### src/rtl/pe_pkg.sv
// Shared definitions for the PE feeder: PE mode encodings, feeder state enum, default data width.
package pe_pkg;

   localparam int PE_DW = 8;

   localparam logic [1:0] MODE_CONV = 2'd0;
   localparam logic [1:0] MODE_ALT  = 2'd1;
   localparam logic [1:0] MODE_LOAD = 2'd2;
   localparam logic [1:0] MODE_IDLE = 2'd3;

   typedef enum logic [2:0] {
      S_IDLE,
      S_ACT,
      S_LOAD,
      S_STREAM,
      S_DRAIN,
      S_DONE
   } feed_state_t;

endpackage

### src/rtl/pe_feed_buf.sv
// Host-loaded tap and stream storage for the PE feeder: one write port, combinational reads by index.
module pe_feed_buf
   import pe_pkg::*;
#(
   parameter  int DW    = PE_DW,
   parameter  int KTAPS = 3,
   parameter  int NMAX  = 16,
   localparam int AW    = $clog2(NMAX),
   localparam int TW    = (KTAPS > 1) ? $clog2(KTAPS) : 1
) (
   input  logic            clk,
   input  logic            we,
   input  logic            sel,
   input  logic [AW-1:0]   addr,
   input  logic [2*DW-1:0] data,
   input  logic [TW-1:0]   tap_idx,
   input  logic [AW-1:0]   str_idx,
   output logic [DW-1:0]   tap_rd,
   output logic [2*DW-1:0] str_rd
);

   logic [DW-1:0]   tap_mem [KTAPS];
   logic [2*DW-1:0] str_mem [NMAX];

   // Contents survive reset on purpose: the host preloads once and may re-run many times.
   always_ff @(posedge clk) begin
      if (we) begin
         if (!sel) begin
            if (int'(addr[TW-1:0]) < KTAPS) tap_mem[addr[TW-1:0]] <= data[DW-1:0];
         end else if (int'(addr) < NMAX) begin
            str_mem[addr] <= data;
         end
      end
   end

   assign tap_rd = (int'(tap_idx) < KTAPS) ? tap_mem[tap_idx] : '0;
   assign str_rd = (int'(str_idx) < NMAX)  ? str_mem[str_idx] : '0;

endmodule

### src/rtl/pe_feeder.sv
// Transmit side of the PE input protocol: ACT -> LOAD -> STREAM -> DRAIN -> DONE, then capture pe_out.
// Optional feature macro: PE_FEED_SKIP_LOAD_EN adds skip_load (bypass the LOAD phase).
module pe_feeder
   import pe_pkg::*;
#(
   parameter  int DW     = PE_DW,
   parameter  int KTAPS  = 3,
   parameter  int NMAX   = 16,
   parameter  int PE_LAT = 1,
   localparam int AW     = $clog2(NMAX)
) (
   input  logic            clk,
   input  logic            rst,
`ifdef PE_FEED_SKIP_LOAD_EN
   input  logic            skip_load,
`endif
   input  logic            wr_en,
   input  logic            wr_sel,
   input  logic [AW-1:0]   wr_addr,
   input  logic [2*DW-1:0] wr_data,
   input  logic            start,
   input  logic            op_sel,
   input  logic [AW:0]     cfg_len,
   output logic            busy,
   output logic            done,
   output logic            wr_drop,
   output logic [DW-1:0]   pe_in,
   output logic [DW-1:0]   pe_filter,
   output logic [1:0]      mode_o,
   output logic            activate,
   input  logic [DW-1:0]   pe_out,
   output logic [DW-1:0]   res_data,
   output logic            res_valid
);

   localparam int CW = AW + 1;
   localparam int TW = (KTAPS > 1) ? $clog2(KTAPS) : 1;
   localparam logic [CW-1:0] NMAX_C = CW'(NMAX);
   localparam logic [CW-1:0] KLAST  = CW'(KTAPS - 1);
   localparam logic [CW-1:0] DLAST  = CW'(PE_LAT - 1);

   feed_state_t     state_q, state_d;
   logic [CW-1:0]   cnt_q, cnt_d, len_q, len_d;
   logic            op_q, op_d, skip_q, skip_d;
   logic [DW-1:0]   tap_rd;
   logic [2*DW-1:0] str_rd;

   pe_feed_buf #(.DW(DW), .KTAPS(KTAPS), .NMAX(NMAX)) u_buf (
      .clk     (clk),
      .we      (wr_en && !busy),
      .sel     (wr_sel),
      .addr    (wr_addr),
      .data    (wr_data),
      .tap_idx (cnt_d[TW-1:0]),
      .str_idx (cnt_d[AW-1:0]),
      .tap_rd  (tap_rd),
      .str_rd  (str_rd)
   );

   always_ff @(posedge clk) begin
      if (!rst) begin
         state_q <= S_IDLE;
         cnt_q   <= '0;
         len_q   <= '0;
         op_q    <= 1'b0;
         skip_q  <= 1'b0;
      end else begin
         state_q <= state_d;
         cnt_q   <= cnt_d;
         len_q   <= len_d;
         op_q    <= op_d;
         skip_q  <= skip_d;
      end
   end

   // cnt is the cycle index inside the current phase; each phase exits on its terminal count,
   // so the counter never increments past it.
   always_comb begin
      state_d = state_q;
      cnt_d   = cnt_q;
      len_d   = len_q;
      op_d    = op_q;
      skip_d  = skip_q;
      case (state_q)
         S_IDLE: begin
            if (start) begin
               state_d = S_ACT;
               cnt_d   = '0;
               op_d    = op_sel;
               len_d   = (cfg_len > NMAX_C) ? NMAX_C : cfg_len;
`ifdef PE_FEED_SKIP_LOAD_EN
               skip_d  = skip_load;
`else
               skip_d  = 1'b0;
`endif
            end
         end
         S_ACT: begin
            cnt_d = '0;
            if (!skip_q)           state_d = S_LOAD;
            else if (len_q == '0)  state_d = S_DRAIN;
            else                   state_d = S_STREAM;
         end
         S_LOAD: begin
            if (cnt_q == KLAST) begin
               cnt_d   = '0;
               state_d = (len_q == '0) ? S_DRAIN : S_STREAM;
            end else begin
               cnt_d = cnt_q + 1'b1;
            end
         end
         S_STREAM: begin
            if (cnt_q == len_q - 1'b1) begin
               cnt_d   = '0;
               state_d = S_DRAIN;
            end else begin
               cnt_d = cnt_q + 1'b1;
            end
         end
         S_DRAIN: begin
            if (cnt_q == DLAST) begin
               cnt_d   = '0;
               state_d = S_DONE;
            end else begin
               cnt_d = cnt_q + 1'b1;
            end
         end
         S_DONE:  state_d = S_IDLE;
         default: state_d = S_IDLE;
      endcase
   end

   // PE-side outputs are registered from the next state so they line up with the state they describe.
   always_ff @(posedge clk) begin
      if (!rst) begin
         busy      <= 1'b0;
         done      <= 1'b0;
         wr_drop   <= 1'b0;
         pe_in     <= '0;
         pe_filter <= '0;
         mode_o    <= MODE_IDLE;
         activate  <= 1'b0;
         res_data  <= '0;
         res_valid <= 1'b0;
      end else begin
         busy      <= (state_d != S_IDLE);
         activate  <= (state_d != S_IDLE);
         done      <= (state_d == S_DONE);
         res_valid <= (state_d == S_DONE);
         wr_drop   <= wr_en && busy;
         mode_o    <= MODE_IDLE;
         pe_in     <= '0;
         pe_filter <= '0;
         case (state_d)
            S_LOAD: begin
               mode_o    <= MODE_LOAD;
               pe_filter <= tap_rd;
            end
            S_STREAM: begin
               mode_o    <= op_q ? MODE_ALT : MODE_CONV;
               pe_filter <= str_rd[2*DW-1:DW];
               pe_in     <= str_rd[DW-1:0];
            end
            default: ;
         endcase
         if (state_q == S_DRAIN && state_d == S_DONE) res_data <= pe_out;
      end
   end

endmodule

### config.mk
export PLATFORM = sky130hd
export DESIGN_NAME = pe_feeder
export DESIGN_NICKNAME = d
export VERILOG_FILES = /design/src/rtl/pe_pkg.sv /design/src/rtl/pe_feed_buf.sv /design/src/rtl/pe_feeder.sv
export SDC_FILE = /design/constraint.sdc
export NUM_CORES = 1
export LEC_CHECK = 0
export ABC_AREA = 1
export CAP_MARGIN = 20
export CORE_ASPECT_RATIO = 1.75
export CORE_MARGIN = 2
export CORE_UTILIZATION = 64
export DETAILED_ROUTE_END_ITERATION = 10
export HOLD_SLACK_MARGIN = 0.12
export PLACE_DENSITY = 0.93
export SETUP_SLACK_MARGIN = 0.02
export SLEW_MARGIN = 10
export SYNTH_ARGS = -nofsm -noshare
export SYNTH_HDL_FRONTEND = slang
export SYNTH_SLANG_ARGS = --single-unit
### constraint.sdc
create_clock -name clk -period 6.7 [get_ports clk]
set_input_delay 1.34 -clock clk [delete_from_list [all_inputs] [get_ports clk]]
set_output_delay 1.34 -clock clk [all_outputs]
set_load 0.01 [all_outputs]
==> results of run 1 <==
-- sequential cells by signal, summed over array words and instances, names as in the netlist --
name,count
u_buf.str_mem,256
u_buf.tap_mem,24
pe_filter,8
pe_in,8
res_data,8
cnt_q,5
len_q,5
state_q,3
mode_o,2
activate,1
op_q,1
res_valid,1
wr_drop,1
-- synth_stat cells (all sizes together) (2+ instances only) --
cell,number
edfxtp,280
nand2,266
nand3,249
inv,98
nor2,80
dfxtp,43
buf,37
nand3b,36
o21ai,28
clkbuf,27
o211ai,21
a21oi,16
ha,4
nand4,4
nor3,4
a211oi,3
clkinv,3
xor2,2
-- metrics by stage --
stage | total power, mW | util [%] | worst slack [ns] | hold slack, ns | cells
6_report | 4.25 | 73.8 | 1.90 | 0.488 | 1533
5_1_grt | 4.36 | 73.8 | 1.66 | 0.503 | 1533
4_1_cts | 4.23 | 73.4 | 2.09 | 0.481 | 1528
3_5_place_dp | 2.64 | 69.0 | 2.26 | 0.471 | 1479
3_3_place_gp | 2.62 | 68.8 | 2.36 | 0.446 | 1477
2_1_floorplan | 2.51 | - | 3.73 | 0.419 | 1206
-- per-layer routing --
layer / vias to the layer above / track usage [%] / wire (um)
met1: 4702 / 36.7 / 11200
met2: 845 / 52.6 / 17900
met3: 177 / 5.37 / 3980
met5: - / 0 / 0
li1: 4290 / - / -
met4: 0 / 19.2 / 2280
-- area by class of cell --
cell class              instances  share of cell area, %
clock inverters                15                   1.17
repair buffers                 90                   6.04
well taps                     252                   2.07
multi-input cells             718                   22.7
flip-flops and latches        323                   60.7
clock buffers                  34                   4.80
inverters                     101                   2.48
-- kinds of logic (layout without fill, tap and decap cells) --
group                      after synthesis  in the layout
xor gates and xnor gates                 2              2
buffers and inverters                  165            240
DFF                                    323            323
adders and majority gates                4              4
and+or+nand+nor                        640            640
AOI/OAI and AO/OA                       72             72
-- worst min-delay path by stage --
stage	cells past startpoint	slack, ns	end
after floorplan	2	0.42	mode_o[0]
after global placement	2	0.45	mode_o[0]
after detailed placement	2	0.47	mode_o[0]
after CTS	2	0.48	mode_o[0]
after global routing	2	0.50	mode_o[0]
final	2	0.49	mode_o[0]
-- power by group through the flow --
stage               Combinational [mW]  Clock (mW)  Sequential [mW]
global route                     0.432        1.71             2.22
CTS                              0.386        1.62             2.22
detailed placement               0.378           0             2.26
floorplan                        0.250           0             2.26
finish                           0.398        1.63             2.22
global placement                 0.357           0             2.26
-- worst max-delay path, delay by kind of cell, from the launching register on --
kind          cells  cell delay [ns]
simple gates     16             3.12
fa+ha+maj         1             0.29
flops             1             0.34
buf+inv           3             0.90
==> flow_metrics.tcl, run 1 <==
set metrics [dict create \
    synth_top_cell_by_area "edfxtp_1" \
    period_share_pct 71.6 \
    clk_pin_slew_ns 0.07 \
    muxShareOfSynthArea_pct 0 \
    avgRoutedWirePerCell_um 23.0 \
    synthTopCellsByArea "edfxtp_1 63%, nand3_1 9.3%, nand2_1 7.3%" \
    p_leak_nw 5.56 \
    ys_seq_area_share_pct 69.3 \
    cp-end-kind "flop" \
    ys_types 35 \
    synth_compound_area_share_pct 3.39 \
    overflow 0 \
    seqPwrFrac_pct 52.2 \
    hp-start "op_q" \
    cts_buffer_depth 3 \
    drive_gt1_share_pct 7.26 \
    wl_mm 35.3 \
    synth_top_area_share_pct 62.8 \
    rrSetupSlack_ns 1.90 \
    cts_buffers 27 \
    worstSetupStartpointType "flop" \
    seq_area_sq_um 9270 \
    slew_headroom_pct 13.2 \
    synthAdderAreaFrac_pct 0.374 \
    drc 0 \
    die-area_sq_um 22100 \
    crit_start "len_q[0]" \
    finalHoldViolCount 0 \
    coreArea_sq_um 20700 \
    synth_edf_count 280 \
    design_area_sq_um 15300 \
    grt_usage_pct 31.1 \
    area_growth_pct 14.0 \
    p_clk_share_pct 38.4 \
    min_path_type "flop to flop" \
    post_cts.repair.setup_buffers 0 \
    finalSetupViolCount 0 \
    drt-initial-drc-count 1652 \
    dp_hpwl_mm 19.3 \
    die_h_um 195 \
    crit_path_end "pe_filter[3]" \
    critPathMaxFanout 102 \
    fillers 1177 \
    root_buffer "clkbuf_16" \
    tightest_slew_ns 1.30 \
    yosys.area_share.simple_pct 21.7 \
    avgSynthCellArea_sq_um 11.1 \
    die_x_um 113 \
    post_dp_cell_area_sq_um 14300 \
    drtAntennaViolNets 0 \
    cts_hold_buf 0 \
    synth_warnings 0 \
    crit_required_ns 7.19 \
    max-cap-violations 0 \
    crit_slowest_cell "nand2_4" \
    power_switching_uw 993 \
    synth_top_family_by_area "simple AND/OR/NAND/NOR gates" \
    comb_power_share_pct 9.4 \
    io_buffers 69 \
    syn_nets 1249 \
    intPower_mw 3.26 \
    htree_num_levels 1 \
    r2r-end "pe_filter[3]" \
    cts_tree "built" \
    placementRows 70 \
    ioPinCount 70 \
    final_nets 1304 \
    grt_pass1_wl_mm 52.8 \
    reg2reg_from "len_q[0]" \
    max_freq_mhz 208 \
    timing.setup.tns_ns 0 \
    power_density_nw_per_um2 279 \
    layout_min_cycle_time_ns 4.80 \
    cp.arrival_ns 5.29 \
    synth_area_sq_um 13400 \
    crit_type "flop to flop" \
    skew_ns 0.0109 \
    grt_max_degree 103 \
    mostFrequentLayoutCells "280 x edfxtp_1, 261 x nand2_1, 249 x nand3_1, 92 x inv_1, 69 x clkdlybuf4s50_1" \
    antenna_found_initial 0 \
    max_stage_delay_ns 0.85 \
    outcome "complete, no violations" \
    mostFrequentLayoutCell "edfxtp_1" \
    clk-insertion-delay-late_ns 0.54 \
    ys_ff_latch 323 \
    swShare_pct 23.4 \
    first_global_vias 9756 \
    ctsResizeCount 0 \
    ir_drop_v 0.000269 \
    cts_num_sinks 323 \
    vias 10000 \
    firstDrtPassIters 6 \
    multi_input_area_sq_um 3460 \
    postSynthCellCount 1206 \
    async_reset_ff_share_pct 0 \
    n_antenna_cell 0 \
    ys_dominant_reg_cell "edfxtp_1" \
    rsz0062_at_grt "no" \
    slew_viol_final 0 \
    routabilityCongestion 0.849 \
    via_per_inst 6.53 \
    synthXorXnorAreaFrac_pct 0.131 \
    path_cells "inv_1 > ha_1 > inv_1 > nand2_1 > nand2_1 > nor2_1 > nand2_1 > nor2_2 > nand3_1 > nand2_2 > nand2_4 > nand2_4 > nand2_4 > inv_2 > nand2_1 > nand3_1 > nand3_1 > nand3_1 > nand3_1 > nand2_1" \
    r2r.worst_path.cells 20 \
    start_util_pct 64.8 \
]
Power figures use the tool's default switching activity.
==> run 2, diff against run 1 <==
Settings changed: CORE_UTILIZATION 64 to 60, PLACE_DENSITY 0.93 to 0.89.
Clock period 6.7 ns to 4.55 ns, I/O delays scaled along.
==> run 2 against run 1 <==
First-iteration DRC count is 2.5% higher; worst setup slack lost 1.1 ns; clock skew is 0.0032 ns higher; cell count grew 3.3%; wire length up 0.50%; sequential share of layout area down 0.095 points; flip-flop and latch count unchanged; critical path type unchanged; sequential power rose by 47%; highest routed layer unchanged; critical path depth down 4.
==> flow_metrics.tcl, run 2 (synthesis results as in run 1) <==
set metrics [dict create \
    final_nets 1311 \
    drc 0 \
    placementRows 72 \
    slew_headroom_pct 24.2 \
    layout_min_cycle_time_ns 3.76 \
    hold_ws_ns 0.465 \
    reg2reg_from "len_q[0]" \
    die_h_um 202 \
    io_buffers 69 \
    mostFrequentLayoutCell "edfxtp_1" \
    root_buffer "clkbuf_16" \
    max_freq_mhz 266 \
    drt-initial-drc-count 1693 \
    r2r-end "pe_filter[7]" \
    antenna_found_initial 0 \
    drive_gt1_share_pct 7.77 \
    die-area_sq_um 23600 \
    finalPower_mw 6.13 \
    start_util_pct 60.9 \
    routabilityCongestion 0.875 \
    finalHoldViolCount 0 \
    cp.arrival_ns 4.20 \
    avgRoutedWirePerCell_um 22.4 \
    fillers 1456 \
    cts_tree "built" \
    crit_type "flop to flop" \
    cts_num_sinks 323 \
    grt_usage_pct 30.3 \
    outcome "complete, no violations" \
    cp-end-kind "flop" \
    overflow 0 \
    skew_ns 0.0140 \
    final_util_pct 69.5 \
    coreArea_sq_um 22000 \
    first_global_vias 9834 \
    post-place-ws_ns 0.944 \
    crit_path_end "pe_filter[7]" \
    fin_ws_ns 0.789 \
    n_antenna_cell 0 \
    tightest_slew_ns 1.14 \
    via_per_inst 6.22 \
    cts_buffers 27 \
    vias 9851 \
    dp_hpwl_mm 21.3 \
    crit_start "len_q[0]" \
    timing.setup.tns_ns 0 \
    clk-insertion-delay-late_ns 0.56 \
    rsz0062_at_grt "no" \
    power_density_nw_per_um2 401 \
    ctsResizeCount 0 \
    wl_mm 35.5 \
    max-cap-violations 0 \
    slew_viol_final 0 \
    grt_max_degree 95 \
    post_cts.repair.setup_buffers 0 \
    clk_pin_slew_ns 0.07 \
    cts_buffer_depth 3 \
    r2r.worst_path.cells 16 \
    min_path_type "flop to flop" \
    crit_required_ns 4.99 \
    htree_num_levels 1 \
    finalSetupViolCount 0 \
    area_growth_pct 14.2 \
    critPathMaxFanout 58 \
    rrSetupSlack_ns 0.79 \
    cts_hold_buf 0 \
    p_leak_nw 5.56 \
    period_share_pct 82.7 \
    top_register "u_buf.str_mem" \
    ir_drop_v 0.000345 \
    mostFrequentLayoutCells "280 x edfxtp_1, 261 x nand2_1, 249 x nand3_1, 92 x inv_1, 69 x clkdlybuf4s50_1" \
    worstSetupStartpointType "flop" \
    firstDrtPassIters 6 \
    die_x_um 117 \
    grt_pass1_wl_mm 53.2 \
    largest_reg_flops 256 \
    ioPinCount 70 \
    drtAntennaViolNets 0 \
]
[run 2: worst min path at each step]
| stage | start | endpoint | slack [ns] | cells past startpoint |
|---|---|---|---|---|
| CTS | op_q | mode_o[0] | 0.46 | 2 |
| floorplan | op_q | mode_o[0] | 0.42 | 2 |
| finish | op_q | mode_o[0] | 0.46 | 2 |
| global route | op_q | mode_o[0] | 0.48 | 2 |
| detailed placement | op_q | mode_o[0] | 0.45 | 2 |
| global placement | op_q | mode_o[0] | 0.44 | 2 |
[run 2: power by group]
group          total [mW]  internal (mW)  leakage, nW  switching [mW]
Clock                2.26           1.25        0.416            1.01
Sequential           3.27           3.25         2.87          0.0183
Combinational       0.602          0.187         2.28           0.415
[run 2: critical path, stage by stage (launching register included)]
cell	delay, ns
dfxtp_1	0.36
inv_1	0.09
ha_1	0.26
inv_1	0.07
nand2_1	0.05
nand2_1	0.08
xor2_1	0.21
nand3_1	0.12
nand2_2	0.12
nand2_4	0.10
nand2_4	0.51
nand2_4	0.35
buf_4	0.38
o21ai_0	0.51
o21ai_0	0.22
nand2_1	0.11
nand2_1	0.07
[run 2: stage by stage]
step | cell area, sq um | instances
after floorplan | 13400 | 1206
after global placement | 14400 | 1532
after detailed placement | 14400 | 1532
after CTS | 15200 | 1580
after global routing | 15300 | 1583
final | 15300 | 1583
[run 2: area by class of cell]
type                            instances  area [sq um]  area share (%)
Timing Repair Buffer                   97           945            6.18
Tap cell                              296           370            2.42
Inverter                              101           379            2.48
Multi-Input combinational cell        718          3470            22.7
Clock inverter                         13           111           0.729
Sequential cell                       323          9270            60.6
Clock buffer                           35           736            4.81
[run 2: routing by layer]
| metal | up-vias | track usage [%] | wire length [um] |
|---|---|---|---|
| met5 | - | 0 | 0 |
| met4 | 0 | 19.8 | 2260 |
| met3 | 151 | 5.69 | 3780 |
| met2 | 746 | 50.8 | 18000 |
| met1 | 4655 | 34.9 | 11500 |
| li1 | 4299 | - | - |
